## src/rtl/pq_drain_monitor.sv

```systemverilog
// pq_drain_monitor: order/integrity checker on the PQ self-test drain path.
// Define PQ_MON_HIST_EN to build the capture history buffer and read port.
module pq_drain_monitor #(
    parameter int KVO_LAT    = 1,
    parameter int HIST_DEPTH = 16,
    parameter int HIST_AW    = $clog2(HIST_DEPTH)
) (
    input  logic               clk,
    input  logic               rst,
    input  logic               deq,
    input  logic               empty,
    input  logic [15:0]        kvo,
    input  logic               clear,
    input  logic [HIST_AW-1:0] rd_idx,
    output logic [15:0]        rd_data,
    output logic [7:0]         count,
    output logic               err_order,
    output logic               err_integrity,
    output logic [7:0]         first_err_idx,
    output logic               done
);

    typedef enum logic [1:0] {
        IDLE,
        RUN,
        DONE
    } state_t;

    state_t             state_q;
    logic [KVO_LAT-1:0] deq_sr_q;
    logic [KVO_LAT-1:0] deq_sr_d;
    logic [7:0]         count_q;
    logic [7:0]         prev_key_q;
    logic [7:0]         first_err_idx_q;
    logic               err_order_q;
    logic               err_integrity_q;
    logic               done_q;

    logic       cap;
    logic       order_fail;
    logic       integ_fail;
    logic       run_exit;
    logic [7:0] key;
    logic [7:0] val;

    assign key        = kvo[15:8];
    assign val        = kvo[7:0];
    assign cap        = deq_sr_q[KVO_LAT-1];
    assign order_fail = cap && (state_q == RUN) && (key > prev_key_q);
    assign integ_fail = cap && (key != val);
    assign run_exit   = (state_q == RUN) && empty
                        && (deq_sr_q == '0) && !cap;

    always_comb begin
        deq_sr_d    = '0;
        deq_sr_d[0] = deq;
        for (int i = 1; i < KVO_LAT; i++) begin
            deq_sr_d[i] = deq_sr_q[i-1];
        end
    end

    always_ff @(posedge clk or negedge rst) begin
        if (!rst) begin
            state_q         <= IDLE;
            deq_sr_q        <= '0;
            count_q         <= '0;
            prev_key_q      <= '0;
            first_err_idx_q <= '0;
            err_order_q     <= 1'b0;
            err_integrity_q <= 1'b0;
            done_q          <= 1'b0;
        end else if (clear) begin
            state_q         <= IDLE;
            deq_sr_q        <= '0;
            count_q         <= '0;
            prev_key_q      <= '0;
            first_err_idx_q <= '0;
            err_order_q     <= 1'b0;
            err_integrity_q <= 1'b0;
            done_q          <= 1'b0;
        end else begin
            deq_sr_q <= deq_sr_d;
            if (cap) begin
                prev_key_q <= key;
                if (count_q != 8'hFF) begin
                    count_q <= count_q + 8'd1;
                end
                // index is latched only by the very first failing capture
                if ((order_fail || integ_fail)
                    && !err_order_q && !err_integrity_q) begin
                    first_err_idx_q <= count_q;
                end
                if (order_fail) begin
                    err_order_q <= 1'b1;
                end
                if (integ_fail) begin
                    err_integrity_q <= 1'b1;
                end
            end
            unique case (state_q)
                IDLE: begin
                    if (cap) begin
                        state_q <= RUN;
                    end
                end
                RUN: begin
                    if (run_exit) begin
                        state_q <= DONE;
                        done_q  <= 1'b1;
                    end
                end
                DONE: begin
                    if (cap) begin
                        state_q <= RUN;
                        done_q  <= 1'b0;
                    end
                end
                default: begin
                    state_q <= IDLE;
                    done_q  <= 1'b0;
                end
            endcase
        end
    end

    assign count         = count_q;
    assign err_order     = err_order_q;
    assign err_integrity = err_integrity_q;
    assign first_err_idx = first_err_idx_q;
    assign done          = done_q;

`ifdef PQ_MON_HIST_EN
    logic [15:0]        hist_q [HIST_DEPTH];
    logic [HIST_AW-1:0] wr_ptr_q;
    logic [15:0]        rd_data_q;

    // storage carries no reset so it maps onto distributed RAM
    always_ff @(posedge clk) begin
        if (cap && !clear) begin
            hist_q[wr_ptr_q] <= kvo;
        end
    end

    always_ff @(posedge clk or negedge rst) begin
        if (!rst) begin
            wr_ptr_q  <= '0;
            rd_data_q <= '0;
        end else begin
            rd_data_q <= hist_q[rd_idx];
            if (clear) begin
                wr_ptr_q <= '0;
            end else if (cap) begin
                wr_ptr_q <= wr_ptr_q + 1'b1;
            end
        end
    end

    assign rd_data = rd_data_q;
`else
    logic rd_idx_unused;

    assign rd_idx_unused = (^rd_idx) ^ HIST_DEPTH[0];
    assign rd_data       = '0;
`endif

endmodule

```

## config.mk

```make
export PLATFORM = sky130hd
export DESIGN_NAME = pq_drain_monitor
export DESIGN_NICKNAME = d
export VERILOG_FILES = /design/src/rtl/pq_drain_monitor.sv
export SDC_FILE = /design/constraint.sdc
export NUM_CORES = 1
export LEC_CHECK = 0
export ABC_AREA = 1
export BUFFER_PORTS_ARGS = -buffer_cell sky130_fd_sc_hd__buf_2
export CAP_MARGIN = 0
export CORE_MARGIN = 4
export CORE_UTILIZATION = 46
export CTS_CLUSTER_DIAMETER = 40
export DETAILED_ROUTE_END_ITERATION = 16
export PLACE_DENSITY_LB_ADDON = 0.05
export SYNTH_ARGS = -nofsm -noshare
export SYNTH_HDL_FRONTEND = slang
export SYNTH_SLANG_ARGS = --single-unit
```

## constraint.sdc

```tcl
create_clock -name clk -period 1.6 [get_ports clk]
set_clock_uncertainty 0.15 [all_clocks]
set_input_delay 0.08 -clock clk [delete_from_list [all_inputs] [get_ports clk]]
set_output_delay 0.08 -clock clk [all_outputs]
set_load 0.01 [all_outputs]
```

==> results.json <==
{
  "die_w_um": 71.3,
  "clockRootBuffer": "clkbuf_8",
  "ys_types": 30,
  "dpl.hpwl_mm": 2.91,
  "grt_setup_unrepaired": "true",
  "fin_hold_ws_ns": 0.0673,
  "crit_chain": "inv_2 -> ha_4 -> nand2_2 -> nor2_4 -> nand2_1 -> nand2_1 -> nand2_2 -> nand2_4 -> nand2_8 -> nand3_1 -> nand2_1",
  "holdCritStartpoint": "kvo[11]",
  "cp_data_required_time_ns": 1.62,
  "place.gp.congestion": 0.769,
  "fillers": 328,
  "placed_area_um2": 2090,
  "setup-violations-final": 8,
  "hold_end": "prev_key_q[3]$_DFFE_PN0P_",
  "reg2reg_to": "first_err_idx[7]$_DFFE_PN0P_",
  "synth_area_leaders": "dfrtp_1 41%, nand2_1 11%, buf_4 7.3%, inv_1 6.5%, ha_1 6.1%",
  "io_buffers": 39,
  "ys_warn_count": 0,
  "crit_family": "simple AND/OR/NAND/NOR gates",
  "hold_violations": 0,
  "dieHeight_um": 71.3,
  "synth.ff_latch_count": 30,
  "io_pins": 60,
  "avgRoutedWirePerCell_um": 11.8,
  "yosysTopAreaCellShare_pct": 40.8,
  "start_util_pct": 48.8,
  "hold_depth": 4,
  "final.setup.worst_slack_ns": -0.0727,
  "cp_common_cell": "nand2_1",
  "grt_pass1_wl_mm": 6.97,
  "syn_area_um2": 1840,
  "max_slew_margin_pct": 54.7,
  "drt-pass1-iter-count": 4,
  "drc_errors": 0,
  "core_area_um2": 3770,
  "pre_cts_slack_ns": -0.138,
  "layout.nets": 337,
  "layout_min_cycle_time_ns": 1.67,
  "final_common_cell": "nand2_1",
  "final_cell_mix": "45 x nand2_1, 39 x buf_2, 30 x dfrtp_1, 26 x inv_1",
  "ys_seq_area_share_pct": 40.8,
  "ctsLongestPathBuffers": 2,
  "overflow": 0,
  "design_area_um2": 2520,
  "synth_top_area_cell": "dfrtp_1",
  "power_mw": 1.96,
  "numClockSinks": 30,
  "grt_pass1_vias": 1576,
  "vdd_drop_max_v": 0.000667,
  "arrival_ns": 1.70,
  "cp_num_buf_inv": 1,
  "crit-reg2reg-launch": "prev_key_q[7]$_DFFE_PN0P_",
  "n_antenna_cell": 0,
  "antenna_left": 0,
  "power_density_nw_per_um2": 779,
  "maxCapViolations": 0,
  "crit_fanout": 8,
  "area_growth_pct": 36.8,
  "cts_buffers": 5,
  "cts_tree": "yes",
  "vias": 1644,
  "outcome": "finished, violations left",
  "wirelength_mm": 4.16,
  "track_usage_pct": 17.5,
  "endpoint_kind": "flop",
  "crit_slowest_cell": "dfrtp_1",
  "setup_tns_ns": -0.475,
  "rr_worst_depth": 11,
  "antenna_found_initial": 0,
  "cts_max_level": 2,
  "syn_avg_cell_area_um2": 7.87,
  "critical-path-max-stage-delay_ns": 0.35,
  "post-route-period-util_pct": 105,
  "fmax_mhz": 598,
  "rows": 22,
  "power_leakage_nw": 1.30,
  "worstMarginPinSlew_ns": 0.679,
  "first_iter_violations": 48,
  "clkTransAtPathRegs_ns": 0.06,
  "vias_per_cell": 4.68,
  "grt_max_degree": 31,
  "fp.dieArea_um2": 5080,
  "worstHoldPathType": "in -> reg",
  "clk_latency_ns": 0.28,
  "synthCells": 234,
  "violations": "setup timing",
  "crit_path_start_kind": "flop",
  "setup.worst_path.class": "reg -> reg",
  "rrSetupSlack_ns": -0.07,
  "layout-drive-gt1-share_pct": 36.0,
  "drv_slew": 0
}
[registers in the layout, summed over array words and instances, names as in the netlist]
signal	count
prev_key_q	8
first_err_idx	8
state_q	2
cap	1
err_integrity	1
done	1
count	8
err_order	1
[cells by family after synthesis]
kind of cell,share of synthesized area [%]
fa+ha+maj,6.12
compound gates,8.29
flops,40.8
simple gates,25.8
buf+inv,16.0
xor+xnor,2.86
other cells,0.204
[final cells by class]
type	count	area, um^2	area share [%]
clock inverter	1	30.0	1.19
inverter	36	139	5.52
multi-input combinational	163	1020	40.5
sequential	30	751	29.8
timing repair buffer	67	435	17.3
tap	48	60.1	2.39
clock buffer	6	82.6	3.28
[per-stage QoR]
stage | utilization, % | cells
after global routing | 66.8 | 351
final | 66.8 | 351
after detailed placement | 55.3 | 327
after global placement | 55.3 | 327
after floorplan | - | 249
after CTS | 64.1 | 349
[worst min-delay path, delay by kind of cell]
family,cells,cell delay (ns)
compound gates,1,0.07
buf+inv,2,0.24
simple gates,1,0.06
[repair_timing]
| action | 4_1_cts | 5_1_grt |
|---|---|---|
| hold endpoints to repair | 43 | 0 |
| buffers inserted | 2 | 2 |
| cloned | 1 | 0 |
| endpoints found under the setup margin | 10 | 18 |
| pin swaps | 12 | 15 |
| resized for setup | 14 | 21 |
| hold buffers | 12 | 0 |
[worst max path at each step]
stage                     cells after the start                           end                       from
after floorplan                              11  first_err_idx[0]$_DFFE_PN0P_  prev_key_q[7]$_DFFE_PN0P_
after detailed placement                     11  first_err_idx[5]$_DFFE_PN0P_  prev_key_q[7]$_DFFE_PN0P_
after CTS                                    13  first_err_idx[5]$_DFFE_PN0P_  prev_key_q[2]$_DFFE_PN0P_
final                                        11  first_err_idx[7]$_DFFE_PN0P_  prev_key_q[7]$_DFFE_PN0P_
after global placement                       11  first_err_idx[1]$_DFFE_PN0P_  prev_key_q[7]$_DFFE_PN0P_
after global routing                         11  first_err_idx[1]$_DFFE_PN0P_  prev_key_q[7]$_DFFE_PN0P_
[cells in the mapped netlist, drive strengths merged]
master / instances
nand2: 58
o21ai: 14
nand4: 7
dfrtp: 30
clkinv: 1
clkbuf: 1
conb: 1
xor2: 1
nor2: 17
o22ai: 2
nor3: 2
a21o: 1
nand3: 18
xnor2: 5
ha: 9
o31ai: 1
a21oi: 11
inv: 35
buf: 20
[power by group]
part / internal [mW] / leakage [nW] / switching [mW]
sequential: 0.788 / 0.410 / 0.0190
clock: 0.498 / 0.0573 / 0.280
combinational: 0.163 / 0.830 / 0.214
[routing by layer]
| metal | vias to the layer above | global-route usage [%] | wire length (um) |
|---|---|---|---|
| met1 | 744 | 22.6 | 1870 |
| li1 | 852 | - | - |
| met4 | 0 | 5.43 | 19 |
| met5 | - | 0 | 0 |
| met2 | 46 | 27.6 | 2020 |
| met3 | 2 | 5.89 | 247 |
(Power assumes the default switching activity.)
